File: src/rtl/isoiec7816_tx_sequencer_if.sv
// isoiec7816_tx_sequencer_if
// Groups the buffer-read port and the transmitter port of the ISO/IEC 7816
// block-transmit sequencer.
//   rd_en / rd_addr   : buffer read strobe and byte address (sequencer -> buffer)
//   rd_data           : buffer byte, valid exactly one cycle after rd_en
//   tx_char / tx_load : registered character and one-cycle load pulse
//   tx_idle           : transmitter can accept a load
//   tx_transmitted    : transmitter end-of-character pulse
//   err_strobe        : receiver signalled an error on the current character
//
// Handshake: tx_load acts as "valid" and tx_idle as "ready". A character is
// handed over only in a cycle where both are high. tx_load is never raised
// while tx_idle is low, and tx_char is stable for at least one cycle before
// and during the load.
interface isoiec7816_tx_sequencer_if #(
    parameter int ADDR_W = 8
);
    logic              rd_en;
    logic [ADDR_W-1:0] rd_addr;
    logic [7:0]        rd_data;
    logic [7:0]        tx_char;
    logic              tx_load;
    logic              tx_idle;
    logic              tx_transmitted;
    logic              err_strobe;

    modport master (
        output rd_en, rd_addr, tx_char, tx_load,
        input  rd_data, tx_idle, tx_transmitted, err_strobe
    );

    modport slave (
        input  rd_en, rd_addr, tx_char, tx_load,
        output rd_data, tx_idle, tx_transmitted, err_strobe
    );
endinterface

File: src/rtl/isoiec7816_tx_sequencer.sv
// isoiec7816_tx_sequencer
// Block-transmit controller for an ISO/IEC 7816 character transmitter. It
// fetches a block of bytes from a synchronous buffer and hands them to the
// transmitter one at a time. If the receiver flags a parity error (T=0
// character repetition), the same character is resent, up to MAX_RETRY times.
// Ports:
//   clock, reset       : system clock, synchronous active-high reset
//   start, length      : block request (pulse) and byte count (0 is legal)
//   abort              : return to IDLE from any state, with no done/fail pulse
//   bus (master)       : buffer read port and transmitter port
//   busy               : high in every state except IDLE
//   done / fail        : one-cycle completion / retry-exhausted pulses
//   fail_index         : index of the failing byte, held until the next start
//   retries            : retry count for the current character
//   state_dbg          : current FSM state
module isoiec7816_tx_sequencer #(
    parameter int MAX_RETRY = 3,
    parameter int ADDR_W    = 8
) (
    input  logic                      clock,
    input  logic                      reset,
    input  logic                      start,
    input  logic [ADDR_W:0]           length,
    input  logic                      abort,
    isoiec7816_tx_sequencer_if.master bus,
    output logic                      busy,
    output logic                      done,
    output logic                      fail,
    output logic [ADDR_W-1:0]         fail_index,
    output logic [3:0]                retries,
    output logic [2:0]                state_dbg
);
    typedef enum logic [2:0] {
        IDLE    = 3'd0,
        FETCH   = 3'd1,
        CAPTURE = 3'd2,
        SETUP   = 3'd3,
        LOAD    = 3'd4,
        SEND    = 3'd5,
        RESULT  = 3'd6
    } state_t;

    state_t            state_q, state_d;
    logic [ADDR_W-1:0] idx_q, idx_d;
    logic [ADDR_W:0]   remaining_q, remaining_d;
    logic [3:0]        retries_q, retries_d;
    logic [7:0]        tx_char_q, tx_char_d;
    logic              err_latched_q, err_latched_d;
    logic [ADDR_W-1:0] fail_index_q, fail_index_d;
    logic              done_q, done_d;
    logic              fail_q, fail_d;

    // State register
    always_ff @(posedge clock) begin
        if (reset) begin
            state_q       <= IDLE;
            idx_q         <= '0;
            remaining_q   <= '0;
            retries_q     <= '0;
            tx_char_q     <= 8'h00;
            err_latched_q <= 1'b0;
            fail_index_q  <= '0;
            done_q        <= 1'b0;
            fail_q        <= 1'b0;
        end else begin
            state_q       <= state_d;
            idx_q         <= idx_d;
            remaining_q   <= remaining_d;
            retries_q     <= retries_d;
            tx_char_q     <= tx_char_d;
            err_latched_q <= err_latched_d;
            fail_index_q  <= fail_index_d;
            done_q        <= done_d;
            fail_q        <= fail_d;
        end
    end

    // Next-state logic
    always_comb begin
        state_d       = state_q;
        idx_d         = idx_q;
        remaining_d   = remaining_q;
        retries_d     = retries_q;
        tx_char_d     = tx_char_q;
        err_latched_d = err_latched_q;
        fail_index_d  = fail_index_q;
        done_d        = 1'b0;
        fail_d        = 1'b0;

        if (abort) begin
            // Abort beats a simultaneous start. A character already on the
            // line finishes there; its tx_transmitted is then seen in IDLE
            // and ignored.
            state_d       = IDLE;
            err_latched_d = 1'b0;
        end else begin
            case (state_q)
                IDLE: begin
                    if (start) begin
                        fail_index_d = '0;
                        if (length == '0) begin
                            done_d = 1'b1;
                        end else begin
                            idx_d       = '0;
                            remaining_d = length;
                            retries_d   = '0;
                            state_d     = FETCH;
                        end
                    end
                end
                FETCH:   state_d = CAPTURE;
                CAPTURE: begin
                    tx_char_d = bus.rd_data;
                    state_d   = SETUP;
                end
                SETUP:   state_d = LOAD;
                LOAD: begin
                    if (bus.tx_idle) begin
                        err_latched_d = 1'b0;
                        state_d       = SEND;
                    end
                end
                SEND: begin
                    // Sticky. A strobe in the same cycle as tx_transmitted
                    // still reaches RESULT through the flop.
                    if (bus.err_strobe) err_latched_d = 1'b1;
                    if (bus.tx_transmitted) state_d = RESULT;
                end
                RESULT: begin
                    if (err_latched_q) begin
                        if (retries_q < 4'(MAX_RETRY)) begin
                            // Resend the held tx_char with no refetch.
                            retries_d = retries_q + 4'd1;
                            state_d   = LOAD;
                        end else begin
                            fail_d       = 1'b1;
                            fail_index_d = idx_q;
                            state_d      = IDLE;
                        end
                    end else if (remaining_q == (ADDR_W+1)'(1)) begin
                        done_d  = 1'b1;
                        state_d = IDLE;
                    end else begin
                        idx_d       = idx_q + ADDR_W'(1);
                        remaining_d = remaining_q - (ADDR_W+1)'(1);
                        retries_d   = '0;
                        state_d     = FETCH;
                    end
                end
                default: state_d = IDLE;
            endcase
        end
    end

    // Outputs
    always_comb begin
        bus.rd_en   = (state_q == FETCH);
        bus.rd_addr = idx_q;
        bus.tx_char = tx_char_q;
        // Gated by abort so that no new character leaves while we abandon
        // the block.
        bus.tx_load = (state_q == LOAD) && bus.tx_idle && !abort;
        busy        = (state_q != IDLE);
        done        = done_q;
        fail        = fail_q;
        fail_index  = fail_index_q;
        retries     = retries_q;
        state_dbg   = state_q;
    end
endmodule

File: src/flat_wrapper.sv
// flat-port wrapper written by rule: the top's interface ports become plain ports
module isoiec7816_tx_sequencer_flat 
#(
    parameter int MAX_RETRY = 3,
    parameter int ADDR_W    = 8
)
  (clock, reset, start, length, abort, busy, done, fail, fail_index, retries, state_dbg, bus_rd_en, bus_rd_addr, bus_tx_char, bus_tx_load, bus_rd_data, bus_tx_idle, bus_tx_transmitted, bus_err_strobe);
  isoiec7816_tx_sequencer_if #(.ADDR_W(ADDR_W)) bus_i ();
  input  logic clock;
  input  logic reset;
  input  logic start;
  input  logic [ADDR_W:0] length;
  input  logic abort;
  output logic busy;
  output logic done;
  output logic fail;
  output logic [ADDR_W-1:0] fail_index;
  output logic [3:0] retries;
  output logic [2:0] state_dbg;
  output wire logic [$bits(bus_i.rd_en)-1:0] bus_rd_en;
  output wire logic [$bits(bus_i.rd_addr)-1:0] bus_rd_addr;
  output wire logic [$bits(bus_i.tx_char)-1:0] bus_tx_char;
  output wire logic [$bits(bus_i.tx_load)-1:0] bus_tx_load;
  input wire logic [$bits(bus_i.rd_data)-1:0] bus_rd_data;
  input wire logic [$bits(bus_i.tx_idle)-1:0] bus_tx_idle;
  input wire logic [$bits(bus_i.tx_transmitted)-1:0] bus_tx_transmitted;
  input wire logic [$bits(bus_i.err_strobe)-1:0] bus_err_strobe;
  assign bus_rd_en = bus_i.rd_en;
  assign bus_rd_addr = bus_i.rd_addr;
  assign bus_tx_char = bus_i.tx_char;
  assign bus_tx_load = bus_i.tx_load;
  assign bus_i.rd_data = bus_rd_data;
  assign bus_i.tx_idle = bus_tx_idle;
  assign bus_i.tx_transmitted = bus_tx_transmitted;
  assign bus_i.err_strobe = bus_err_strobe;
  isoiec7816_tx_sequencer #(.MAX_RETRY(MAX_RETRY), .ADDR_W(ADDR_W)) u_core (.clock(clock), .reset(reset), .start(start), .length(length), .abort(abort), .bus(bus_i), .busy(busy), .done(done), .fail(fail), .fail_index(fail_index), .retries(retries), .state_dbg(state_dbg));
endmodule
File: config.mk
export PLATFORM = sky130hd
export DESIGN_NAME = isoiec7816_tx_sequencer_flat
export DESIGN_NICKNAME = d
export VERILOG_FILES = /design/src/rtl/isoiec7816_tx_sequencer_if.sv /design/src/rtl/isoiec7816_tx_sequencer.sv /design/src/flat_wrapper.sv
export SDC_FILE = /design/constraint.sdc
export NUM_CORES = 1
export LEC_CHECK = 0
export CORE_AREA = 2 2 75 77
export CTS_CLUSTER_SIZE = 14
export DETAILED_ROUTE_END_ITERATION = 12
export DIE_AREA = 0 0 77 79
export GPL_ROUTABILITY_DRIVEN = 0
export PLACE_DENSITY = 0.87
export SETUP_SLACK_MARGIN = 0.2
export SKIP_CTS_REPAIR_TIMING = 1
export SLEW_MARGIN = 20
export SYNTH_ARGS = -nofsm -noshare
export SYNTH_HDL_FRONTEND = slang
export SYNTH_SLANG_ARGS = --single-unit
File: constraint.sdc
create_clock -name clock -period 1.9 [get_ports clock]
set_input_delay 0.285 -clock clock [delete_from_list [all_inputs] [get_ports clock]]
set_output_delay 0.285 -clock clock [all_outputs]
set_load 0.02 [all_outputs]
=== After elaboration in Yosys (flattened, before gate mapping) ===
Cells that the tools add are included.

* Memory bits (read-only): 0
* Input bits: 24
* Bits in latches: 0
* Memories: 0
* Word-level logic and storage cells: 87
* Output and inout bits: 36
* Bits in registers: 43
* RAM bits: 0

* Order comparisons: 1
* Divide/modulo/power cells: 0
* Shift-type cells: 0
* Muxes and demuxes: 37
* Reduce and logical (&&, ||, !) cells: 16
* Multipliers: 0
* Bitwise operators: 3
* Eq/ne operators: 18
* $add $sub $neg: 3

{| class="wikitable"
|+ Operators with widths
! kind !! number
|-
| 2-to-1 mux 8 bit || 7
|-
| 2-to-1 mux 9 bit || 4
|-
| case mux 8 bit (2 select lines) || 2
|-
| case mux 3 bit (7 select lines) || 1
|-
| 2-to-1 mux 4 bit || 5
|-
| 2-to-1 mux 3 bit || 6
|-
| case mux 9 bit (2 select lines) || 1
|-
| inequality test 2 bit (second input constant) || 8
|-
| AND reduction 6 bit || 2
|-
| equality test 3 bit (second input constant) || 3
|-
| equality test 9 x 1 -> 1 bit (second input constant) || 1
|-
| logical NOT 9 bit || 1
|-
| subtractor 9 x 1 -> 9 bit (second input constant) || 1
|-
| adder 8 x 1 -> 8 bit (second input constant) || 1
|-
| 2-to-1 mux 1 bit || 8
|-
| case mux 4 bit (2 select lines) || 1
|-
| equality test 3 x 2 -> 1 bit (second input constant) || 2
|-
| AND reduction 5 bit || 1
|-
| adder 4 x 1 -> 4 bit (second input constant) || 1
|-
| less-than comparator 4 x 2 -> 1 bit (second input constant) || 1
|-
| case mux 1 bit (2 select lines) || 2
|-
| AND reduction 4 bit || 1
|-
| nonzero test 2 bit || 2
|-
| OR reduction 4 bit || 1
|-
| other kinds (12) || 15
|}

=== Depth between registers and ports, before layout ===
* Depth in word-level cells: 4
* Gate-level depth with buffers: 8
* Gate-level depth less buffers: 7

=== Least setup slack after synthesis ===
OpenSTA, ideal clock, no wires.

* Path type: register to output
* Start: register u_core.state_q[2] (netlist: u_core.state_dbg[2])
* End: output port bus_tx_load
* Cell stages (with the launch flop): 5
* Setup slack: -0.068 ns
* Path buffers: 2
* Required time: 1.615 ns
* Arrival time: 1.683 ns
* Cell sequence: dfxtp_1 clkbuf_1 clkbuf_1 nand2_1 nor4_1

* Cells in the longest elaborated chain, start to end: 3

{| class="wikitable"
|+ RTL lines
! what !! line !! source
|-
| start, declared || isoiec7816_tx_sequencer.sv:43 || <nowiki>state_t state_q, state_d;</nowiki>
|-
| start signal, assigned || isoiec7816_tx_sequencer.sv:66 || <nowiki>state_q <= state_d;</nowiki>
|-
| equality test 3 bit || isoiec7816_tx_sequencer.sv:162 || <nowiki>bus.tx_load = (state_q == LOAD) && bus.tx_idle && !abort;</nowiki>
|-
| logical AND 1 bit (2 in series) || isoiec7816_tx_sequencer.sv:162 ||
|-
| end, declared || flat_wrapper.sv:23 || <nowiki>output wire logic [$bits(bus_i.tx_load)-1:0] bus_tx_load;</nowiki>
|}

No other way between the ends.

=== Final worst setup path ===
* Start: register u_core.remaining_q[1]
* End: register u_core.remaining_q[8]

* Cells in the longest elaborated chain, start to end: 4
* Elaborated cells on any way between the ends: 7
* Classes of those cells: add/sub (1); eq/ne (2); mux (3); reduce/logical (1)

{| class="wikitable"
|+ RTL lines
! what !! line !! source
|-
| start, declared || isoiec7816_tx_sequencer.sv:45 || <nowiki>logic [ADDR_W:0] remaining_q, remaining_d;</nowiki>
|-
| start signal, assigned || isoiec7816_tx_sequencer.sv:68 || <nowiki>remaining_q <= remaining_d;</nowiki>
|-
| subtractor 9 x 1 -> 9 bit || isoiec7816_tx_sequencer.sv:145 || <nowiki>remaining_d = remaining_q - (ADDR_W+1)'(1);</nowiki>
|-
| 2-to-1 mux 9 bit || isoiec7816_tx_sequencer.sv:140 || <nowiki>end else if (remaining_q == (ADDR_W+1)'(1)) begin</nowiki>
|-
| 2-to-1 mux 9 bit || isoiec7816_tx_sequencer.sv:130 || <nowiki>if (err_latched_q) begin</nowiki>
|-
| case mux 9 bit (2 select lines) || isoiec7816_tx_sequencer.sv:97 || <nowiki>case (state_q)</nowiki>
|}

Several ways; a longest one is shown, not always the timed one. The select of a mux whose other input is x is not followed.
A chain may end at the register's enable or synchronous reset.

==> results.md <==
* Clock latency on the worst-skew pair at ~300 ps
* Cell count after synthesis at 283
* Synth Area in Compound Gates at 22.98%
* Vias at 2493
* DRC at 0
* Post-synth ARST share at 0%
* Worst setup margin at -13.28 ps
* P&R area growth vs syn at 54.55%
* Fraction of layout cells with a size suffix above 1 at between 20% and 30%
* RSZ-0062 raised after global routing: true
* Cell mode on critical path: buf_6
* WP data arrival at between 2000 and 2500 ps
* Rows at 27
* CTS H-tree lvls at 2
* CP Data Required Time at about 2100 ps
* Worst Skew at between 3 and 4 ps
* Core Box Area at between 5000 and 6000 sq um
* Post-Synth Adder-Cell Area at roughly 2.2%
* TritonCTS clock tree: done
* Largest net degree at the start of global routing at 34
* Clock root cell: clkbuf_8
* Synth cell count leaders: 46 x nand2_1, 43 x dfxtp_1, 35 x a21oi_1
* Synth Warn # at 0
* ANT cells at 0
* Synth Register Bits at 43
* Slew Limit Fails at 0
* R2R depth at 9
* Setup TNS at -35.69 ps
* Seq/Total Area, Yosys at between 30% and 40%
* Avg Inst Size Synth at roughly 7.9 sq um
* Fin crit period at around 1900 ps
* Number of DRC markers in iteration 0 at around 150
* Vias/cell at around 5.6
* Count leader, synth: nand2_1
* First-pass GRT wire length at approximately 10000 microns
* Buffers added on ports at approximately 60
* Top delay family on crit path: compound AO/OA/AOI/OAI gates
* CP max-delay cell: dfxtp_2
* Fmax achieved at approximately 0.52 GHz
* Proportion of synthesized area in mux cells at less than 1%
* Power Dens Cells at ~560 nW/um^2
* Fin crit share at 100.7%
* Core Util, Final at about two thirds
* Largest family of logic cells by synthesized area: simple AND/OR/NAND/NOR gates
* CTS clk-pin slew, worst paths at ~80 ps
* Levels on crit path at 9
* Synth area leader: dfxtp_1
* Synth Area in XOR/XNOR at 0%
* Total die area at approximately 6100 sq um
* Worst path buffer plus inverter count at 3
* Max-cap violations at 0
* Placed insts at 424
* Setup CP Type: reg2reg
* Worst-margin pin slew at roughly 370 ps
* Clock sink total at 43
* Post-synthesis cell type count at between 50 and 60
* Synthesized cell area at about 2200 sq um
* Chip width at approximately 77 microns
* First drt pass iteration count at 4
* CP Max Fanout at 6
* Slew headroom at ~75%
* WL final at 6891 microns
* Initial antenna violation count at 0
* Startpoint class of the critical path: flip-flop
* Vias in the first global route at 2298
* Wire per inst at about 15 microns
* Layout Cells excl Fill at 445
* Worst path cell trace: inv_2 > ha_4 > nor3b_4 > a31oi_4 > buf_6 > o211ai_4 > buf_6 > a21o_1 > a21oi_2
* Final #Nets at 400
* Worst Hold Depth at 4
* Setup crit end kind: flip-flop
* Maximum VDD drop at 0.3033 mV
* GRT overflow at 0
* Top-area cell type share of the netlist area at 38.37%
* Simple-gate portion of the synthesized area at 31.07%
* Final antenna-violating net count at 0
* Syn Nets at 311
* P_leak at between 1 and 1.5 nW
* CP max stage delay at approximately 330 ps
* # fillers at roughly 440
* EDFF count, synth at 0
* Status: finished with violations
* Initial Utilization at between 40% and 50%
* Final setup vio count at 3
* I/O pins at 60
* Final Hold Vio Count at 0
* Synth Flop Type: dfxtp_1
* Hpwl dp at about 4400 microns
* HP Class: in2reg
* Total GRT Usage at between 20% and 30%
* Die Y-Extent at 79 microns
* Top post-synthesis cells by area: dfxtp_1 38%, a21oi_1 7.8%, nand2_1 7.7%
* CTS Buf Count at 5
* Clock Tree Buf Depth at 2
* Failing checks: negative setup slack
-- stage by stage --
stage	hold WS (ps)	setup slack, ps	cell area, sq um	total power [mW]
6_report	395.4	-13.28	3467	1.950
5_1_grt	420.2	-48.89	3467	2.016
3_3_place_gp	442.5	-95.59	3117	1.206
4_1_cts	457.8	-166.8	3229	1.919
2_1_floorplan	421.0	203.6	2285	1.082
3_5_place_dp	446.3	-159.2	3117	1.212
-- kinds of logic (layout without fill, tap and decap cells) --
logic type | after synthesis | after routing
AO/OA/AOI/OAI | 80 | 80
adder cells (fa/ha/maj) | 4 | 4
buffers and inverters | 26 | 116
flip-flops | 43 | 43
multiplexers | 1 | 1
AND/OR/NAND/NOR | 129 | 129
-- final timing paths --
| check | startpoint | endpoint | slack, ps |
|---|---|---|---|
| worst min-delay path | length[4] | u_core.remaining_q[4]$_SDFFE_PP0P_ | 400 |
| worst max-delay path | u_core.remaining_q[1]$_SDFFE_PP0P_ | u_core.remaining_q[8]$_SDFFE_PP0P_ | -10 |
| worst min register to register | u_core.bus.tx_char[5]$_SDFFE_PP0P_ | u_core.bus.tx_char[5]$_SDFFE_PP0P_ | 460 |
| worst max register to register | u_core.remaining_q[1]$_SDFFE_PP0P_ | u_core.remaining_q[8]$_SDFFE_PP0P_ | -10 |
-- layout by cell type (no fill, tap or decap), types with 8 or more instances in the layout --
| cell type | n |
|---|---|
| buf_4 | 37 |
| o21ai_0 | 9 |
| dfxtp_1 | 32 |
| dfxtp_2 | 8 |
| dlymetal6s2s_1 | 9 |
| nand2_1 | 45 |
| clkdlybuf4s50_1 | 49 |
| nor2_1 | 16 |
| nand3_1 | 16 |
| a21oi_1 | 34 |
-- where the power goes --
group | total [mW] | internal (mW) | switching (mW)
Combinational | 0.298 | 0.157 | 0.141
Sequential | 0.929 | 0.911 | 0.0178
Clock | 0.724 | 0.392 | 0.332
Total | 1.95 | 1.46 | 0.491
-- layer usage --
metal	global-route usage [%]	routed length (microns)	up-vias
li1	-	-	1200
met1	23.70	2801	1189
met2	36.75	3527	86
met3	4.545	405	18
met4	8.036	155	0
met5	0	0	-
-- final cells by class --
class | count | area [sq um] | area share, %
multi-input combinational | 214 | 1383 | 39.88
timing repair buffer | 104 | 984.7 | 28.40
sequential | 43 | 882.1 | 25.44
tap | 72 | 90.09 | 2.598
clock buffer | 5 | 68.82 | 1.985
clock inverter | 3 | 43.79 | 1.263
inverter | 4 | 15.01 | 0.4331
-- worst min-delay path, cell delays in order --
cell            delay (ps)
dlymetal6s2s_1         140
nand2_1                 70
a21o_1                 100
a21oi_1                 50
-- flip-flops by register name, summed over array words and instances, names as in the netlist --
signal and cells:
u_core.fail 1, u_core.err_latched_q 1, u_core.bus.rd_addr 8, u_core.bus.tx_char 8, u_core.done 1, u_core.state_dbg 3, u_core.remaining_q 9, u_core.retries 4
u_core.fail_index 8
(Power assumes the default switching activity.)
